--- config.mk ---
export PLATFORM = sky130hd
export DESIGN_NAME = hqm_rcfwl_gclk_pccdu_dop_ctrl
export DESIGN_NICKNAME = d
export VERILOG_FILES = /design/src/rtl/hqm_rcfwl_gclk_pccdu_dop_ctrl_pkg.sv /design/src/rtl/hqm_rcfwl_gclk_pccdu_sync_cnt.sv /design/src/rtl/hqm_rcfwl_gclk_pccdu_dop_ctrl.sv
export SDC_FILE = /design/constraint.sdc
export NUM_CORES = 1
export LEC_CHECK = 0
export BUFFER_PORTS_ARGS = -buffer_cell sky130_fd_sc_hd__buf_2
export CAP_MARGIN = 15
export CELL_PAD_IN_SITES_DETAIL_PLACEMENT = 1
export CELL_PAD_IN_SITES_GLOBAL_PLACEMENT = 1
export CORE_MARGIN = 2
export CORE_UTILIZATION = 42
export CTS_BUF_LIST = sky130_fd_sc_hd__clkbuf_4 sky130_fd_sc_hd__clkbuf_8
export DETAILED_ROUTE_END_ITERATION = 8
export PLACE_DENSITY = 0.88
export SLEW_MARGIN = 20
export SYNTH_ARGS = -nofsm -noshare
export SYNTH_HDL_FRONTEND = slang
export SYNTH_SLANG_ARGS = --single-unit
--- constraint.sdc ---
create_clock -name fdop_preclk_grid -period 1.6 [get_ports fdop_preclk_grid]
set_clock_uncertainty 0.05 [all_clocks]
set_input_delay 0.4 -clock fdop_preclk_grid [delete_from_list [all_inputs] [get_ports fdop_preclk_grid]]
set_output_delay 0.4 -clock fdop_preclk_grid [all_outputs]
set_load 0.02 [all_outputs]
--- src/rtl/hqm_rcfwl_gclk_pccdu_dop_ctrl_pkg.sv ---
// Shared types and constants for the PCCDU DOP sync/enable sequencer.
package hqm_rcfwl_gclk_pccdu_dop_ctrl_pkg;

  typedef enum logic [1:0] {
    CS_OFF      = 2'd0,
    CS_WAIT_ON  = 2'd1,
    CS_ON       = 2'd2,
    CS_WAIT_OFF = 2'd3
  } ctrl_state_e;

  localparam int SYNC_PERIOD_MIN = 2;
  localparam int SYNC_PERIOD_MAX = 1024;

endpackage

--- src/rtl/hqm_rcfwl_gclk_pccdu_sync_cnt.sv ---
// Sync period counter: produces the transition boundary strobe and the
// registered single-cycle divider sync pulse.
module hqm_rcfwl_gclk_pccdu_sync_cnt
  import hqm_rcfwl_gclk_pccdu_dop_ctrl_pkg::*;
#(
  parameter int SYNC_PERIOD = 36
) (
  input  logic clk,
  input  logic rst,
  input  logic sync_en,
  input  logic fscan_mode,
  output logic bnd,
  output logic div_sync
);

  localparam int CNT_W = $clog2(SYNC_PERIOD);
  localparam logic [CNT_W-1:0] CNT_LAST = CNT_W'(SYNC_PERIOD - 1);

  logic [CNT_W-1:0] cnt;
  logic             run;
  logic             cnt_zero;

  assign run      = sync_en & ~fscan_mode;
  assign cnt_zero = (cnt == '0);

  // Without running sync the dividers are unaligned, so every edge is a boundary.
  assign bnd = ~run | cnt_zero;

  // NOTE: sequential state uses non-blocking assignments so every register
  // samples pre-edge values regardless of block ordering.
  always_ff @(posedge clk or posedge rst) begin
    if (rst) begin
      cnt      <= '0;
      div_sync <= 1'b0;
    end else begin
      div_sync <= run & cnt_zero;
      if (!run || cnt == CNT_LAST) begin
        cnt <= '0;
      end else begin
        cnt <= cnt + 1'b1;
      end
    end
  end

endmodule

--- src/rtl/hqm_rcfwl_gclk_pccdu_dop_ctrl.sv ---
// DOP sequencer: periodic divider sync plus clock enable gated at sync
// boundaries under a level req/ack handshake, with scan override.
module hqm_rcfwl_gclk_pccdu_dop_ctrl
  import hqm_rcfwl_gclk_pccdu_dop_ctrl_pkg::*;
#(
  parameter int SYNC_PERIOD = 36
) (
  input  logic       fdop_preclk_grid,
  input  logic       fdop_preclk_rst,
  input  logic       sync_en,
  input  logic       clk_req,
  input  logic       fscan_mode,
  input  logic       fscan_byp_clken,
  output logic       fdop_preclk_div_sync,
  output logic       fscan_dop_clken,
  output logic       clk_ack,
  output logic [1:0] ctrl_state
);

  localparam logic [1:0] ST_OFF      = 2'(CS_OFF);
  localparam logic [1:0] ST_WAIT_ON  = 2'(CS_WAIT_ON);
  localparam logic [1:0] ST_ON       = 2'(CS_ON);
  localparam logic [1:0] ST_WAIT_OFF = 2'(CS_WAIT_OFF);

  generate
    if (SYNC_PERIOD < SYNC_PERIOD_MIN || SYNC_PERIOD > SYNC_PERIOD_MAX) begin : g_bad_period
      $error("SYNC_PERIOD out of range 2..1024");
    end
  endgenerate

  logic       bnd;
  logic       clken_q;
  logic [1:0] state_q;

  hqm_rcfwl_gclk_pccdu_sync_cnt #(
    .SYNC_PERIOD (SYNC_PERIOD)
  ) u_sync_cnt (
    .clk        (fdop_preclk_grid),
    .rst        (fdop_preclk_rst),
    .sync_en    (sync_en),
    .fscan_mode (fscan_mode),
    .bnd        (bnd),
    .div_sync   (fdop_preclk_div_sync)
  );

  // Enable only changes on a boundary edge so DOPs re-align and ungate together.
  always_ff @(posedge fdop_preclk_grid or posedge fdop_preclk_rst) begin
    if (fdop_preclk_rst) begin
      state_q <= ST_OFF;
      clken_q <= 1'b0;
    end else begin
      case (state_q)
        ST_OFF: begin
          if (clk_req) state_q <= ST_WAIT_ON;
        end
        ST_WAIT_ON: begin
          if (!clk_req) begin
            state_q <= ST_OFF;
          end else if (bnd) begin
            state_q <= ST_ON;
            clken_q <= 1'b1;
          end
        end
        ST_ON: begin
          if (!clk_req) state_q <= ST_WAIT_OFF;
        end
        default: begin
          if (clk_req) begin
            state_q <= ST_ON;
          end else if (bnd) begin
            state_q <= ST_OFF;
            clken_q <= 1'b0;
          end
        end
      endcase
    end
  end

  assign clk_ack         = clken_q;
  assign ctrl_state      = state_q;
  assign fscan_dop_clken = fscan_mode ? fscan_byp_clken : clken_q;

endmodule

# == Word level (Yosys, flattened, before mapping) ==
# Index checks and enable logic that the tools add are counted.
# op_classes
add_sub_neg,1
n_eq_ne,8
mux,14
bitwise,6
n_reduce_logical,8
# op_table
cell,n
two-way mux 2 bit,6
AND reduction 4 bit,2
"adder 6 x 1 -> 6 bit, second input constant",1
"== test 6 bit, second input constant",1
logical NOT 6 bit,1
two-way mux 6 bit,1
"!= test 2 bit, second input constant",3
one-hot mux 2 bit (3 select lines),1
two-way mux 1 bit,5
nonzero test 4 bit,1
"!= test 3 bit, second input constant",1
NOT 1 bit,3
bitwise AND 1 bit,2
"== test 2 x 1 -> 1 bit, second input constant",1
"== test 2 bit, second input constant",1
logical NOT 2 bit,1
"!= test 2 x 1 -> 1 bit, second input constant",1
one-hot mux 1 bit (2 select lines),1
OR reduction 2 bit,1
logical NOT 1 bit,1
logical OR 1 bit,1
OR 1 bit,1
# word_totals
reg_bits,10
input_bits,6
output_inout_bits,5

# == Depth between registers and ports, before layout ==
# depth
ltp_word,7
ltp_mapped,6
mapped_depth_nobuf,6

# == Modules after synthesis ==
# A second synthesis with hierarchy kept.
# hier_totals
cells_unflattened,58
hier_area_um2,566.8
# modules_own_cells
mod,instances,cells_each,area_per_inst_um2,seq_area_each_um2
hqm_rcfwl_gclk_pccdu_sync_cnt,1,36,339.1,175.2
hqm_rcfwl_gclk_pccdu_dop_ctrl,1,22,227.7,75.1

# == Worst setup path after synthesis ==
# OpenSTA, ideal clock, no wires.
# synth_timing
kind,register -> register
start,register state_q[0] (netlist: ctrl_state[0])
end,register state_q[0] (netlist: ctrl_state[0])
setup_ns,0.129
arrival_time_ns,1.377
slack_ns,0.044
stages_incl_launch_ff,6
path_buffers,0
synth_period_minus_slack_ns,1.556
path_cell_list,dfrtp_1 -> inv_1 -> ha_1 -> a211oi_1 -> o32ai_2 -> mux2i_1
# synth_between
elab_chain_len,3
elab_cells_between_ends,9
# synth_rtl
element,line_no,rtl
"start, declared",hqm_rcfwl_gclk_pccdu_dop_ctrl.sv:33,logic [1:0] state_q;
"start signal, assigned",hqm_rcfwl_gclk_pccdu_dop_ctrl.sv:49,state_q <= ST_OFF;
"start signal, assigned",hqm_rcfwl_gclk_pccdu_dop_ctrl.sv:54,if (clk_req) state_q <= ST_WAIT_ON;
"start signal, assigned",hqm_rcfwl_gclk_pccdu_dop_ctrl.sv:58,state_q <= ST_OFF;
== test 2 x 1 -> 1 bit (tied with other cells),hqm_rcfwl_gclk_pccdu_dop_ctrl.sv:52,case (state_q)
!= test 3 bit (no source line) (tied with other cells),-,
AND reduction 4 bit (no source line),-,
# Parallel ways exist; a longest one is shown, timed or not.
# A chain may end at the register's enable or synchronous reset.

# == Worst setup path in the final report ==
# layout_timing
start,register u_sync_cnt.cnt[1]
end,register state_q[0] (netlist: ctrl_state[0])
# layout_between
elab_chain_len,4
elab_cells_between_ends,5
# layout_rtl
element,line_no,rtl
"start, declared",hqm_rcfwl_gclk_pccdu_sync_cnt.sv:19,logic [CNT_W-1:0] cnt;
"start signal, assigned",hqm_rcfwl_gclk_pccdu_sync_cnt.sv:40,cnt <= cnt + 1'b1;
logical NOT 6 bit (*),hqm_rcfwl_gclk_pccdu_sync_cnt.sv:24,assign cnt_zero = (cnt == '0);
OR 1 bit (*),hqm_rcfwl_gclk_pccdu_sync_cnt.sv:27,assign bnd = ~run | cnt_zero;
!= test 3 bit (no source line) or nonzero test 4 bit (tied branches),-,
AND reduction 4 bit (no source line) (*),-,
# Every way passes the cells marked *; elsewhere a longest branch is shown, timed or not.

==> out/metrics.yaml <==
grt.total_usage_pct: 16.2
crit_chain: "inv_1 > ha_1 > nor2b_4 > a211oi_2 > o32ai_2 > mux2i_1"
cts_made_buffers: 3
synthArstFlopShare_pct: 100
synth_enable_flop_cells: 0
hold_buffers: 0
io_buffer_count: 10
finalWeightedCongestion: 0.669
synthesis.area_per_instance_um2: 10.2
fmax_mhz: 664
tns_ps: 0
die_x_um: 41.2
design.final.nets: 84
worst_ep_arrival_time_ps: 1630
final_routed_wire_length_divided_by_cell_count_um: 13.5
critPathTopFamily: "flip-flops"
drc: 0
crit_path_start_kind: "flip-flop"
sequential_cell_area_fraction_in_the_yosys_report_pct: 43.1
clk_sinks: 10
grt-busiest-layer: "met2"
mappedNetlistNets: 68
timing.critical_path.slowest_stage_cell: "sky130_fd_sc_hd__dfrtp_1"
layout-area-overhead-vs-synth_pct: 20.0
largest_net_degree_at_the_start_of_global_routing: 11
detail_route.iter0.violations: 4
route.vias.total: 463
postCtsSetupRepairBufs: 0
synthFlopType: "sky130_fd_sc_hd__dfrtp_1"
syn_inst: 57
boundaryPins: 11
grt_util_met2_pct: 32.8
clock_insertion_delay_worst_skew_ps: 260
final_min_period_ps: 1510
number_of_max_slew_violations_in_the_final_report: 0
cts.clk_slew.worst_paths_ps: 60
dpl.cell_count: 83
drive_gt1_share_pct: 31.0
detail_route.vias_per_cell: 5.38
groute.layer.met1.usage_pct: 13.8
maximum_single_stage_delay_on_the_critical_path_ps: 390
synthesis.area_um2: 581
antenna_cells: 0
yosys.cell_types.count: 23
grt_pass1_vias: 435
gr-total-overflow: 0
global_route.usage.met3_pct: 4.89
tritoncts_clock_tree: "yes"
report.final.hold_viol_count: 0
critPathMaxFanout: 4
irDropWorstVdd_v: 0.000412
critical_path_buf_inv_count: 1
synth.ff_latch_count: 10
dr.pass1.iters: 2
required_time_of_the_worst_setup_path_ps: 1730
core_region_area_um2: 1300
status: "completed"
final_core_util_pct: 53.6
max-slew-margin-rel_pct: 75.2
postCtsResizedCells: 0
max_slew.worst_pin.slew_ps: 371
timing.final.crit_share_pct: 94.1
htree_levels: 1
fp-row-count: 13
clock_path_buffers: 2
leakage_nw: 0.343
holdWs_ps: 53.5
grt_first_pass_wirelength_um: 1700
clk_root_buffer_cell: "sky130_fd_sc_hd__clkbuf_4"
final_cell_count_no_fill: 86
worst_setup_path_end_kind: "flip-flop"
synth_warnings: 0
max_cap_violations: 0
antenna_violations_before_repair: 0
most-common-layout-cells: "10 x sky130_fd_sc_hd__dfrtp_1, 10 x sky130_fd_sc_hd__buf_2, 9 x sky130_fd_sc_hd__nor2_1, 8 x sky130_fd_sc_hd__inv_1, 5 x sky130_fd_sc_hd__ha_1"
hold_path_class: "primary input to async pin"
power_density_nw_per_um2: 1260
ant_nets: 0
die_height_um: 41.2
report.final.setup_viol: 0
critical_path_class: "flip-flop to flip-flop"
die_area_um2: 1700
floorplan.initialDensity_pct: 44.6
route.final.wire_length_um: 1160
detailed_place_hpwl_um: 949
-- stage by stage --
step | cell area [um2] | setup slack, ps | power, mW
after detailed placement | 657 | 8.88 | 0.711
after CTS | 679 | 5.20 | 0.876
after floorplan | 581 | 43.7 | 0.596
after global placement | 657 | 108 | 0.691
after global routing | 697 | -26.9 | 0.952
final | 697 | 94.2 | 0.880
-- cell usage after synthesis, drive strengths merged, types with 2 or more instances --
master	count	area share, %
dfrtp	10	43
nor2	9	5.8
inv	8	5.2
ha	5	11
nand2	3	1.9
a211oi	2	2.6
nand2b	2	3.4
nand3	2	1.7
xnor2	2	3.0
xor2	2	3.0
-- worst reg2reg max path, stage by stage (launching register included) --
cell and delay, ps:
sky130_fd_sc_hd__dfrtp_1 390, sky130_fd_sc_hd__inv_1 70, sky130_fd_sc_hd__ha_1 160, sky130_fd_sc_hd__nor2b_4 190, sky130_fd_sc_hd__a211oi_2 100, sky130_fd_sc_hd__o32ai_2 250
sky130_fd_sc_hd__mux2i_1 220
-- registers in the layout, summed over array words and instances (netlist names), named ones only --
register,cells
u_sync_cnt.div_sync,1
u_sync_cnt.cnt,6
clk_ack,1
ctrl_state,1
-- path summary, 6_finish.rpt --
path / cells past startpoint / endpoint / slack (ps) / start
setup / recovery: 6 / ctrl_state[0]$_DFFE_PP0P_ / 90 / u_sync_cnt.cnt[1]$_DFF_PP0_
min in group fdop_preclk_grid: 3 / u_sync_cnt.div_sync$_DFF_PP0_ / 380 / sync_en
max in group asynchronous: 2 / u_sync_cnt.cnt[1]$_DFF_PP0_ / 1180 / fdop_preclk_rst
setup reg to reg: 6 / ctrl_state[0]$_DFFE_PP0P_ / 90 / u_sync_cnt.cnt[1]$_DFF_PP0_
hold / removal: 2 / u_sync_cnt.cnt[4]$_DFF_PP0_ / 50 / fdop_preclk_rst
hold reg to reg: 2 / u_sync_cnt.cnt[0]$_DFF_PP0_ / 490 / u_sync_cnt.cnt[0]$_DFF_PP0_
-- routing by layer --
| metal | vias up | wire length (um) | part of all wire [%] |
|---|---|---|---|
| li1 | 224 | - | - |
| met1 | 227 | 484 | 42 |
| met2 | 10 | 607 | 52 |
| met3 | 2 | 50 | 4.3 |
| met4 | 0 | 15 | 1.3 |
| met5 | - | 0 | 0 |
-- cells by family (layout without fill, tap and decap cells) --
kind of cell / count (synthesis) / after routing / share of synthesized area (%)
simple gates: 19 / 19 / 17.9
compound gates: 10 / 10 / 15.3
flops: 10 / 10 / 43.1
buf+inv: 8 / 22 / 5.17
fa+ha+maj: 5 / 5 / 10.8
xor+xnor: 4 / 4 / 6.04
mux: 1 / 1 / 1.72
-- power by group --
group / switching, mW / internal, mW
combinational: 0.241 / 0.154
sequential: 0.0279 / 0.296
clock: 0.0746 / 0.0863
total: 0.344 / 0.536
-- cell type report --
cell class,instances,area (um2)
fillers,161,604
clock buffers,3,22.5
multi-input cells,39,318
flip-flops and latches,10,250
well taps,15,18.8
inverters,8,30.0
repair buffers,11,57.6
(Power assumes the default switching activity.)
